[config.mk]
export PLATFORM = sky130hd
export DESIGN_NAME = draw_pair_fetch
export DESIGN_NICKNAME = d
export VERILOG_FILES = /design/src/rtl/draw_pkg.sv /design/src/rtl/pair_fifo.sv /design/src/rtl/draw_pair_fetch.sv
export SDC_FILE = /design/constraint.sdc
export NUM_CORES = 1
export LEC_CHECK = 0
export CAP_MARGIN = 20
export CELL_PAD_IN_SITES_DETAIL_PLACEMENT = 0
export CELL_PAD_IN_SITES_GLOBAL_PLACEMENT = 1
export CORE_MARGIN = 4
export CORE_UTILIZATION = 25
export DETAILED_ROUTE_END_ITERATION = 10
export GPL_ROUTABILITY_DRIVEN = 0
export GPL_TIMING_DRIVEN = 0
export PLACE_DENSITY_LB_ADDON = 0.25
export SKIP_LAST_GASP = 1
export SYNTH_ARGS = -nofsm -noshare
export SYNTH_HDL_FRONTEND = slang
export SYNTH_SLANG_ARGS = --single-unit
[constraint.sdc]
create_clock -name clk -period 3.4 [get_ports clk]
set_clock_uncertainty 0.2 [all_clocks]
set_input_delay 0.34 -clock clk [delete_from_list [all_inputs] [get_ports clk]]
set_output_delay 0.34 -clock clk [all_outputs]
set_load 0.03 [all_outputs]
[src/rtl/draw_pkg.sv]
// Shared types for the draw pixel-pair fetch path.
package draw_pkg;

  localparam int unsigned ADDR_W_DEF = 14;
  localparam int unsigned DATA_W_DEF = 8;

  typedef struct packed {
    logic [ADDR_W_DEF-1:0] addr_a;
    logic [ADDR_W_DEF-1:0] addr_b;
    logic [DATA_W_DEF-1:0] q_a;
    logic [DATA_W_DEF-1:0] q_b;
    logic                  last;
  } pix_pair_t;

  typedef logic [1:0] ser_state_e;

  localparam ser_state_e IDLE   = 2'd0;
  localparam ser_state_e SEND_A = 2'd1;
  localparam ser_state_e SEND_B = 2'd2;

endpackage

[src/rtl/pair_fifo.sv]
// Small synchronous FIFO of pixel pairs; DEPTH must be a power of two so pointers wrap freely.
module pair_fifo
  import draw_pkg::*;
#(
  parameter int unsigned DEPTH = 4,
  parameter type T = pix_pair_t,
  localparam int unsigned PTR_W = $clog2(DEPTH),
  localparam int unsigned CNT_W = $clog2(DEPTH) + 1
) (
  input  logic             clk,
  input  logic             reset,
  input  logic             push,
  input  T                 wdata,
  input  logic             pop,
  output T                 rdata,
  output logic [CNT_W-1:0] count,
  output logic             empty,
  output logic             full
);

  logic [PTR_W-1:0] wr_ptr_q;
  logic [PTR_W-1:0] rd_ptr_q;
  logic [CNT_W-1:0] count_q;
  T                 mem_q [DEPTH];

  always_ff @(posedge clk or negedge reset) begin
    if (!reset) begin
      wr_ptr_q <= '0;
      rd_ptr_q <= '0;
      count_q  <= '0;
    end else begin
      if (push) wr_ptr_q <= wr_ptr_q + 1'b1;
      if (pop)  rd_ptr_q <= rd_ptr_q + 1'b1;
      count_q <= count_q + CNT_W'(push) - CNT_W'(pop);
    end
  end

  // Storage needs no reset: the count gates every read of it.
  always_ff @(posedge clk) begin
    if (push) mem_q[wr_ptr_q] <= wdata;
  end

  assign rdata = mem_q[rd_ptr_q];
  assign count = count_q;
  assign empty = (count_q == '0);
  assign full  = (count_q == CNT_W'(DEPTH));

  no_underflow: assert property (@(posedge clk) disable iff (!reset) !(pop && empty));

endmodule

[src/rtl/draw_pair_fetch.sv]
// Fetches even/odd pixel pairs from a dual-port memory and serialises them as a pixel stream.
module draw_pair_fetch
  import draw_pkg::*;
#(
  parameter int unsigned ADDR_W = ADDR_W_DEF,
  parameter int unsigned DATA_W = DATA_W_DEF,
  parameter int unsigned DEPTH  = 4
) (
  input  logic              clk,
  input  logic              reset,
  input  logic              addr_valid,
  output logic              addr_ready,
  input  logic [ADDR_W-1:0] addr_a,
  input  logic [ADDR_W-1:0] addr_b,
  input  logic              addr_last,
  output logic              mem_en,
  output logic [ADDR_W-1:0] mem_addr_a,
  output logic [ADDR_W-1:0] mem_addr_b,
  input  logic [DATA_W-1:0] mem_q_a,
  input  logic [DATA_W-1:0] mem_q_b,
  output logic              pix_valid,
  input  logic              pix_ready,
  output logic [DATA_W-1:0] pix_data,
  output logic [ADDR_W-1:0] pix_addr,
  output logic              pix_last,
  output logic              done
);

  localparam int unsigned CNT_W = $clog2(DEPTH) + 1;

  typedef struct packed {
    logic [ADDR_W-1:0] addr_a;
    logic [ADDR_W-1:0] addr_b;
    logic [DATA_W-1:0] q_a;
    logic [DATA_W-1:0] q_b;
    logic              last;
  } pair_t;

  logic              inflight_q;
  logic              last_seen_q;
  logic              done_q;
  logic [ADDR_W-1:0] cap_a_q;
  logic [ADDR_W-1:0] cap_b_q;
  logic              cap_last_q;
  ser_state_e        state_q;
  ser_state_e        state_d;

  logic              accept;
  logic              pop;
  pair_t             wdata;
  pair_t             head;
  logic [CNT_W-1:0]  count;
  logic              empty;
  logic              full;

  // An in-flight read already owns a FIFO slot, so it counts against the credit.
  assign addr_ready = reset && !done_q && !last_seen_q &&
                      ((count + CNT_W'(inflight_q)) < CNT_W'(DEPTH));
  assign accept     = addr_valid && addr_ready;
  assign mem_en     = accept;
  assign mem_addr_a = addr_a;
  assign mem_addr_b = addr_b;

  always_comb begin
    wdata        = '0;
    wdata.addr_a = cap_a_q;
    wdata.addr_b = cap_b_q;
    wdata.q_a    = mem_q_a;
    wdata.q_b    = mem_q_b;
    wdata.last   = cap_last_q;
  end

  assign pop = (state_q == SEND_B) && pix_ready;

  pair_fifo #(
    .DEPTH (DEPTH),
    .T     (pair_t)
  ) u_fifo (
    .clk   (clk),
    .reset (reset),
    .push  (inflight_q),
    .wdata (wdata),
    .pop   (pop),
    .rdata (head),
    .count (count),
    .empty (empty),
    .full  (full)
  );

  always_ff @(posedge clk or negedge reset) begin
    if (!reset) begin
      inflight_q  <= 1'b0;
      last_seen_q <= 1'b0;
      done_q      <= 1'b0;
      cap_a_q     <= '0;
      cap_b_q     <= '0;
      cap_last_q  <= 1'b0;
      state_q     <= IDLE;
    end else begin
      inflight_q <= accept;
      if (accept) begin
        cap_a_q    <= addr_a;
        cap_b_q    <= addr_b;
        cap_last_q <= addr_last;
      end
      if (accept && addr_last) last_seen_q <= 1'b1;
      if (pop && head.last)    done_q      <= 1'b1;
      state_q <= state_d;
    end
  end

  // A pending push counts as "not empty" so the first pixel leaves two cycles after accept.
  always_comb begin
    state_d = state_q;
    case (state_q)
      IDLE:    if (!empty || inflight_q) state_d = SEND_A;
      SEND_A:  if (pix_ready) state_d = SEND_B;
      SEND_B:  if (pix_ready) state_d = ((count > CNT_W'(1)) || inflight_q) ? SEND_A : IDLE;
      default: state_d = IDLE;
    endcase
  end

  always_comb begin
    pix_valid = 1'b0;
    pix_data  = '0;
    pix_addr  = '0;
    pix_last  = 1'b0;
    case (state_q)
      SEND_A: begin
        pix_valid = 1'b1;
        pix_data  = head.q_a;
        pix_addr  = head.addr_a;
      end
      SEND_B: begin
        pix_valid = 1'b1;
        pix_data  = head.q_b;
        pix_addr  = head.addr_b;
        pix_last  = head.last;
      end
      default: ;
    endcase
  end

  assign done = done_q;

  no_overflow: assert property (@(posedge clk) disable iff (!reset) !(inflight_q && full));

endmodule

; Word-level counts from Yosys, hierarchy flattened
; Memories as Yosys holds them, arrays and structs flattened.
; Index checks and enable logic that the tools add are counted.
[op_classes]
n_eq_ne = 5
mux = 11
n_addsub = 4
n_lt_le_gt_ge = 2
n_reduce_logical = 16
[op_table]
columns = cell, count
row1 = 14-bit case mux with 2 select lines, 1
row2 = 8-bit case mux with 2 select lines, 1
row3 = 1-bit logical AND, 7
row4 = 2-bit two-way mux, 3
row5 = 2-bit inequality test (second input constant), 3
row6 = 2-bit case mux with 3 select lines, 1
row7 = 1-bit two-way mux, 5
row8 = 2-bit by 1-bit adder with 2-bit output (second input constant), 2
row9 = 3-bit by 1-bit adder with 3-bit output, 1
row10 = 3-bit by 1-bit greater-than comparator with 1-bit output (second input constant), 1
row11 = 1-bit logical NOT, 3
row12 = 3-bit logical NOT, 1
row13 = 3-bit < comparator (second input constant), 1
row14 = 3-bit AND reduction, 1
row15 = 3-bit by 1-bit subtractor with 3-bit output, 1
row16 = 2-bit by 1-bit equality test with 1-bit output (second input constant), 1
row17 = 2-bit equality test (second input constant), 1
row18 = 2-bit logical NOT, 1
row19 = 1-bit logical OR, 2
row20 = 2-bit OR reduction, 1
[word_totals]
output_inout_bits = 55
n_memories = 1
regBits = 41
input_bits = 49
mem_bits_rw = 180
word_cells = 49
[memory_table]
columns = name, depth, word_bits, rd, rd_clocked_by_memory_dff, wr, line
row1 = u_fifo.mem_q, 4, 45, 1, 0, 1, pair_fifo.sv:24  ; T mem_q [DEPTH];

; Logic depth before layout (Yosys ltp)
; Gate-level depths: netlist of run 1.
[logic_depth]
word_depth = 6
depth_mapped = 7
mapped_depth_nobuf = 6

; Cells and area by module
; Synthesis of run 1 repeated with hierarchy kept, for this count alone.
[unflattened]
cells_unflattened = 440
hier_area_um2 = 8984.9
[modules_own_cells]
columns = module, instances, area_each_um2, cells_each, seq_area_each_um2
row1 = pair_fifo, 1, 6904.1, 269, 5580.4
row2 = draw_pair_fetch, 1, 2080.7, 171, 850.8

; Worst setup path after synthesis of run 1
; Ideal clock, no wire load.
[synth_timing]
path_kind = register to output
start = register state_q[0]
end = output pix_addr[0]
setup_slack_ns = 1.078
arrival_ns = 1.782
n_path_buf = 1
path_stages_with_launch = 6
required_time_ns = 2.860
path_cell_list = dfrtp_1 -> inv_1 -> ha_1 -> and2_0 -> clkbuf_1 -> a22o_1
[synth_via]
elab_chain_cells = 2
word_cells_on_any_way = 3
cone_classes = eq/ne (2) / mux (1)
[synth_rtl]
columns = element, line
row1 = from (decl), draw_pair_fetch.sv:45  ; ser_state_e state_q;
row2 = from (signal assigned), draw_pair_fetch.sv:108  ; state_q <= state_d;
row3 = 2-bit equality test or 2-bit by 1-bit equality test with 1-bit output (tied branches), draw_pair_fetch.sv:128  ; case (state_q)
row4 = 14-bit case mux with 2 select lines *, draw_pair_fetch.sv:128
row5 = to (decl), draw_pair_fetch.sv:24  ; output logic [ADDR_W-1:0] pix_addr,
; Every way passes the cells marked *; elsewhere a longest branch is shown, timed or not.

; Worst setup path in the final report of run 1
[layout_timing]
start = register state_q[0]
end = output pix_data[5]
[layout_via]
elab_chain_cells = 2
word_cells_on_any_way = 3
cone_classes = eq/ne (2) / mux (1)
[layout_rtl]
columns = element, line
row1 = 2-bit equality test or 2-bit by 1-bit equality test with 1-bit output (tied branches), draw_pair_fetch.sv:128
row2 = 8-bit case mux with 2 select lines *, draw_pair_fetch.sv:128
row3 = to (decl), draw_pair_fetch.sv:23  ; output logic [DATA_W-1:0] pix_data,
; Marked as above.

==> results of run 1 <==
critical path: cells and delay by family, from the launching register on:
| kind | cells | cell delay, ns |
|---|---|---|
| AO/OA/AOI/OAI | 1 | 0.16 |
| adder cells (fa/ha/maj) | 1 | 0.32 |
| buffers and inverters | 3 | 1.03 |
| flip-flops | 1 | 0.42 |
| AND/OR/NAND/NOR | 1 | 0.27 |
metrics by stage:
step / utilization [%] / hold WS, ns / cells / area, um^2
final: 32.6 / 0.142 / 1023 / 11400
after global routing: 32.6 / 0.187 / 1023 / 11400
after CTS: 32.6 / 0.143 / 1023 / 11300
after detailed placement: 30.4 / 0.157 / 978 / 10600
after global placement: 30.1 / 0.240 / 973 / 10500
after floorplan: - / -0.156 / 415 / 8860
cell type report:
type | count | area [um^2]
Buffer | 48 | 375
Clock buffer | 35 | 703
Clock inverter | 9 | 70.1
Sequential cell | 221 | 6430
Timing Repair Buffer | 109 | 1120
Inverter | 9 | 33.8
Fill cell | 3316 | 23400
Multi-Input combinational cell | 137 | 2050
Tap cell | 455 | 569
per-layer routing:
layer  vias up  track usage, %  part of all wire (%)
met5         -               0                     0
met4         0            2.51                   2.6
met3        32            1.80                   3.7
met2       104            16.7                    48
met1      2221            13.9                    46
li1       1912               -                     -
sequential cells by signal, indices dropped and copies added, names as in the netlist:
register and count:
done 1, u_fifo.count 3, state_q 2, last_seen_q 1, cap_b_q 14, cap_a_q 14
u_fifo.wr_ptr_q 2, u_fifo.rd_ptr_q 2, inflight_q 1, u_fifo.mem_q 180, cap_last_q 1
final timing paths:
path	end	slack (ns)	depth (start not counted)
max in group asynchronous	cap_b_q[13]	2.29	3
worst min register to register	last_seen_q	0.25	1
worst max-delay path	pix_data[5]	0.13	6
worst min-delay path	cap_a_q[11]	0.14	2
min in group clk	last_seen_q	0.25	1
worst max register to register	cap_b_q[13]	1.11	7
repair_timing:
| action | 4_1_cts | 5_1_grt |
|---|---|---|
| endpoints found under the hold margin | 18 | 0 |
| resized for setup | 26 | 6 |
| hold buffers | 1 | 0 |
| setup endpoints to repair | 21 | 6 |
cells by family (layout without fill, tap and decap cells):
group                    after synthesis  in the layout  synth area share, %
XOR/XNOR                               5              5                0.494
multiplexers                          76             76                 16.9
AO/OA/AOI/OAI                         28             28                 2.72
buffers and inverters                 57            210                 4.45
AND/OR/NAND/NOR                       15             15                0.988
flip-flops                           221            221                 72.6
adder cells (fa/ha/maj)               13             13                 1.84
synthesized netlist by cell type:
master	count
mux2_4	28
and3_1	1
buf_8	1
o31ai_1	1
and2_0	2
or3_1	1
and2_1	7
o21ai_0	1
o32ai_2	1
mux4_1	9
ha_1	13
inv_1	9
edfxtp_1	180
buf_4	28
a21oi_1	1
nor3b_1	1
mux2_2	1
nor2_1	1
mux2_1	2
buf_2	8
xor2_1	2
buf_12	1
nand2_1	2
clkbuf_1	5
buf_6	5
dfrtp_1	41
mux4_2	36
a22o_1	22
xnor2_1	3
a21o_1	2
power breakdown:
| group | switching [mW] | internal, mW |
|---|---|---|
| registers | 0.277 | 3.41 |
| logic | 1.32 | 1.29 |
| clock network | 0.991 | 1.50 |
| total | 2.59 | 6.20 |
cell usage in the layout (no fill, tap or decap), types with 2 or more instances in the layout:
cell,instances
clkbuf_8,4
edfxtp_1,180
mux4_1,9
and2_1,4
clkinv_2,5
clkdlybuf4s50_1,84
mux2_4,28
buf_2,9
xnor2_1,2
dlymetal6s2s_1,3
and2_2,5
clkinv_1,2
nand2_1,2
buf_6,5
dlygate4sd2_1,15
inv_1,9
buf_4,30
a22o_1,22
a21o_1,2
xor2_1,2
clkbuf_16,25
buf_12,6
ha_1,13
clkbuf_4,2
dfrtp_1,41
mux2_1,2
mux4_2,36
clkbuf_1,7
==> out/results.tsv, run 1 <==
stage	metric	value	unit
status	outcome	complete, no violations	
clocking	clk_pin_slew_worst_paths	0.06	ns
power_and_ir_drop	ir_drop	443	uV
power_and_ir_drop	p_leak	4.17	nW
critical_path	path_max_fanout	10	
synthesis	synth_nets	477	
finish	area_growth	28.2	%
clocking	cts_buffer_depth	3	
drt	via_count	4269	
clocking	cts_tree	done	
floorplan	die_area	38500	um^2
critical_path	crit_chain	inv_1 -> ha_1 -> and2_1 -> buf_4 -> a22o_1 -> clkdlybuf4s50_1	
run	cap_violations	0	
synthesis	synth_top_area_cell	edfxtp_1	
synthesis	yosys.area.top_type_share	61.0	%
synthesis	synth_cell_types	30	
clocking	post_cts_buffers	0	
synthesis	synth_area_leaders	edfxtp_1, dfrtp_1, mux4_2, mux2_4, mux4_1	
synthesis	ys_seq_area_share	72.6	%
grt	grt_max_degree	31	
sta	fin_setup_tns	0	ns
floorplan	die_h	196	um
finish	antenna_cells	0	
critical_path	critical_path.max_stage_delay	0.67	ns
floorplan	core	34800	um^2
drt	viasPerCell	4.17	
sta	fmax	306	MHz
sta	setup_violations	0	
sta	max_slew_margin	62.9	%
clocking	clockRootBuffer	clkbuf_16	
synthesis	avgSynthCellArea	21.4	um^2
drt	antenna_left	0	
placement	io_buffer_count	103	
critical_path	worstPathArrival	2.73	ns
sta	min_period	3.27	ns
grt	grt_pass1_vias	4742	
floorplan	die_w	196	um
grt	grt_pass1_wl	29500	um
finish	fin_nets	612	
clocking	clock_latency	0.51	ns
grt	grt_antenna_before_repair	0	
grt	grt.overflow.total	0	
placement	place_hpwl	12700	um
synthesis	syn-instance-count	415	
drt	wl_per_cell	19.2	um
finish	drive_above_1_share	28.3	%
floorplan	start_util	25.5	%
placement	dp_slack	0.0337	ns
critical_path	cp-startpoint	state_q[0]	
clocking	clock-sinks	221	
power_and_ir_drop	power_density	774	nW/um^2
critical_path	cp-end-kind	output port	
floorplan	rows	68	
synthesis	syn-cell-area	8860	um^2
critical_path	critPathRequiredTime	2.86	ns
drt	drt-total-wl	19700	um
sta	hold_violations	0	
sta	rsz0062_at_grt	no	
sta	slew_viol_final	0	
drt	drcViolationCount	0	
power_and_ir_drop	p_total	8.79	mW
critical_path	cp_slowest_cell	clkdlybuf4s50_1	
clocking	cts_made_buffers	24	
sta	finalCritPeriodShare	96.2	%
critical_path	r2r_start	u_fifo.count[0]	
sta	setup_ws	0.128	ns
drt	first_iter_violations	200	
sta	worst_pin_slew	0.557	ns
critical_path	startpoint_type	flop	
grt	grt_use_total	10.1	%
drt	drt_first_pass_iters	4	
critical_path	path_class	flop to output port	
synthesis	synth_seq_cells	221	
floorplan	io_pins	104	
worst_hold_path	worst_hold_path_type	input port to async pin	
clocking	cts_max_level	1	
synthesis	yosysWarnings	0	
Note: power is estimated with default switching activity, not from simulation.
==> run 2, diff against run 1 <==
Settings changed: CTS_CLUSTER_SIZE from default to 25.
==> results of run 2 <==
No change in the layout: final DEF, timing and power equal those of run 1.
==> run 3, diff against run 2 <==
Settings changed: SKIP_LAST_GASP 1 to default.
==> out/results.tsv, run 3 (synthesized netlist as in run 1, its figures left out) <==
stage	metric	value	unit
placement	io_buffer_count	103	
drt	drt-total-wl	19700	um
drt	wl_per_cell	19.2	um
critical_path	cp_slowest_cell	clkdlybuf4s50_1	
finish	fin_area	11400	um^2
finish	final_common_cell	edfxtp_1	
clocking	cts_buffer_depth	3	
critical_path	cp-end-kind	output port	
power_and_ir_drop	ir_drop	443	uV
drt	drt_first_pass_iters	4	
sta	fmax	306	MHz
finish	largest_register_ff_count	180	
finish	regMostFlops	u_fifo.mem_q	
clocking	clock-sinks	221	
clocking	clk_pin_slew_worst_paths	0.06	ns
drt	via_count	4269	
sta	setup_ws	0.128	ns
floorplan	die_h	196	um
drt	viasPerCell	4.17	
power_and_ir_drop	power_density	774	nW/um^2
clocking	post_cts_buffers	0	
finish	finalNonFillerCells	1023	
sta	slew_viol_final	0	
critical_path	path_max_fanout	10	
sta	finalCritPeriodShare	96.2	%
clocking	cts_tree	done	
floorplan	start_util	25.5	%
sta	timing.hold.ws	0.142	ns
clocking	clock_latency	0.51	ns
sta	rsz0062_at_grt	no	
sta	hold_violations	0	
floorplan	core	34800	um^2
drt	first_iter_violations	200	
critical_path	startpoint_type	flop	
power_and_ir_drop	p_total	8.79	mW
critical_path	worstPathArrival	2.73	ns
clocking	cts_max_level	1	
floorplan	die_area	38500	um^2
status	outcome	complete, no violations	
sta	worst_pin_slew	0.557	ns
critical_path	path_class	flop to output port	
finish	drive_above_1_share	28.3	%
placement	place_hpwl	12700	um
power_and_ir_drop	p_leak	4.15	nW
finish	antenna_cells	0	
run	cap_violations	0	
floorplan	rows	68	
sta	max_slew_margin	62.9	%
placement	placed_cell_area	10600	um^2
critical_path	crit_chain	inv_1 -> ha_1 -> and2_1 -> buf_4 -> a22o_1 -> clkdlybuf4s50_1	
finish	reg_top3	u_fifo.mem_q: 180 flops, cap_a_q: 14 flops, cap_b_q: 14 flops	
placement	placedCellCount	978	
grt	grt.overflow.total	0	
floorplan	die_w	196	um
clocking	clockRootBuffer	clkbuf_16	
grt	grt_pass1_wl	29500	um
grt	grt_max_degree	31	
drt	antenna_left	0	
sta	setup_violations	0	
grt	grt_use_total	10.1	%
finish	fin_nets	612	
finish	area_growth	28.1	%
grt	grt_pass1_vias	4742	
clocking	cts_made_buffers	24	
drt	drcViolationCount	0	
worst_hold_path	worst_hold_path_type	input port to async pin	
sta	min_period	3.27	ns
finish	final_cell_mix	edfxtp_1, clkdlybuf4s50_1, dfrtp_1	
critical_path	critical_path.max_stage_delay	0.67	ns
floorplan	io_pins	104	
placement	dp_slack	0.0337	ns
grt	grt_antenna_before_repair	0	
critical_path	critPathRequiredTime	2.86	ns
## run 3: changes by cell type in the layout (fill, tap and decap cells not counted)
cell,previous run,this run
dlygate4sd2_1,15,16
dlymetal6s2s_1,3,2
## run 3: metal layers
| layer | up-vias | routed length, um | global-route usage (%) |
|---|---|---|---|
| met5 | - | 0 | 0 |
| met4 | 0 | 515 | 2.51 |
| met3 | 32 | 734 | 1.80 |
| met2 | 104 | 9400 | 16.7 |
| met1 | 2221 | 9020 | 13.9 |
| li1 | 1912 | - | - |
## run 3: power by group
part	internal [mW]	total, mW	leakage [nW]	switching [mW]
Clock	1.50	2.50	0.381	0.991
Sequential	3.41	3.69	2.17	0.277
Combinational	1.29	2.61	1.60	1.32
Total	6.20	8.79	4.15	2.59
## run 3: area by class of cell
type                            instances  area [um^2]
Multi-Input combinational cell        137         2050
Inverter                                9         33.8
Clock inverter                          9         70.1
Fill cell                            3318        23400
Buffer                                 48          375
Sequential cell                       221         6430
Timing Repair Buffer                  109         1120
Clock buffer                           35          703
Tap cell                              455          569
## run 3: stage by stage
stage	util [%]	setup TNS [ns]
global route	32.6	0
finish	32.6	0
floorplan	-	0
global placement	30.1	-21.64
CTS	32.6	0
detailed placement	30.4	0
## run 3: what timing repair did
action	in CTS	in global routing
hold buffers	1	0
endpoints found under the hold margin	18	0
resized for setup	27	5
setup endpoints to repair	21	5
## run 3: worst max-delay path, delay by kind of cell, from the launching register on
family / cells / cell delay [ns]
AO/OA/AOI/OAI: 1 / 0.16
adder cells (fa/ha/maj): 1 / 0.32
flip-flops: 1 / 0.42
buffers and inverters: 3 / 1.03
AND/OR/NAND/NOR: 1 / 0.27
## run 3: path summary, 6_finish.rpt
| path | startpoint | to | slack, ns | cells after the start |
|---|---|---|---|---|
| setup / recovery | state_q[0] | pix_data[5] | 0.13 | 6 |
| hold / removal | reset | cap_a_q[11] | 0.14 | 2 |
| setup reg to reg | u_fifo.count[0] | cap_b_q[13] | 1.11 | 7 |
| hold reg to reg | last_seen_q | last_seen_q | 0.25 | 1 |
| max in group asynchronous | reset | cap_b_q[13] | 2.29 | 3 |
| min in group clk | last_seen_q | last_seen_q | 0.25 | 1 |
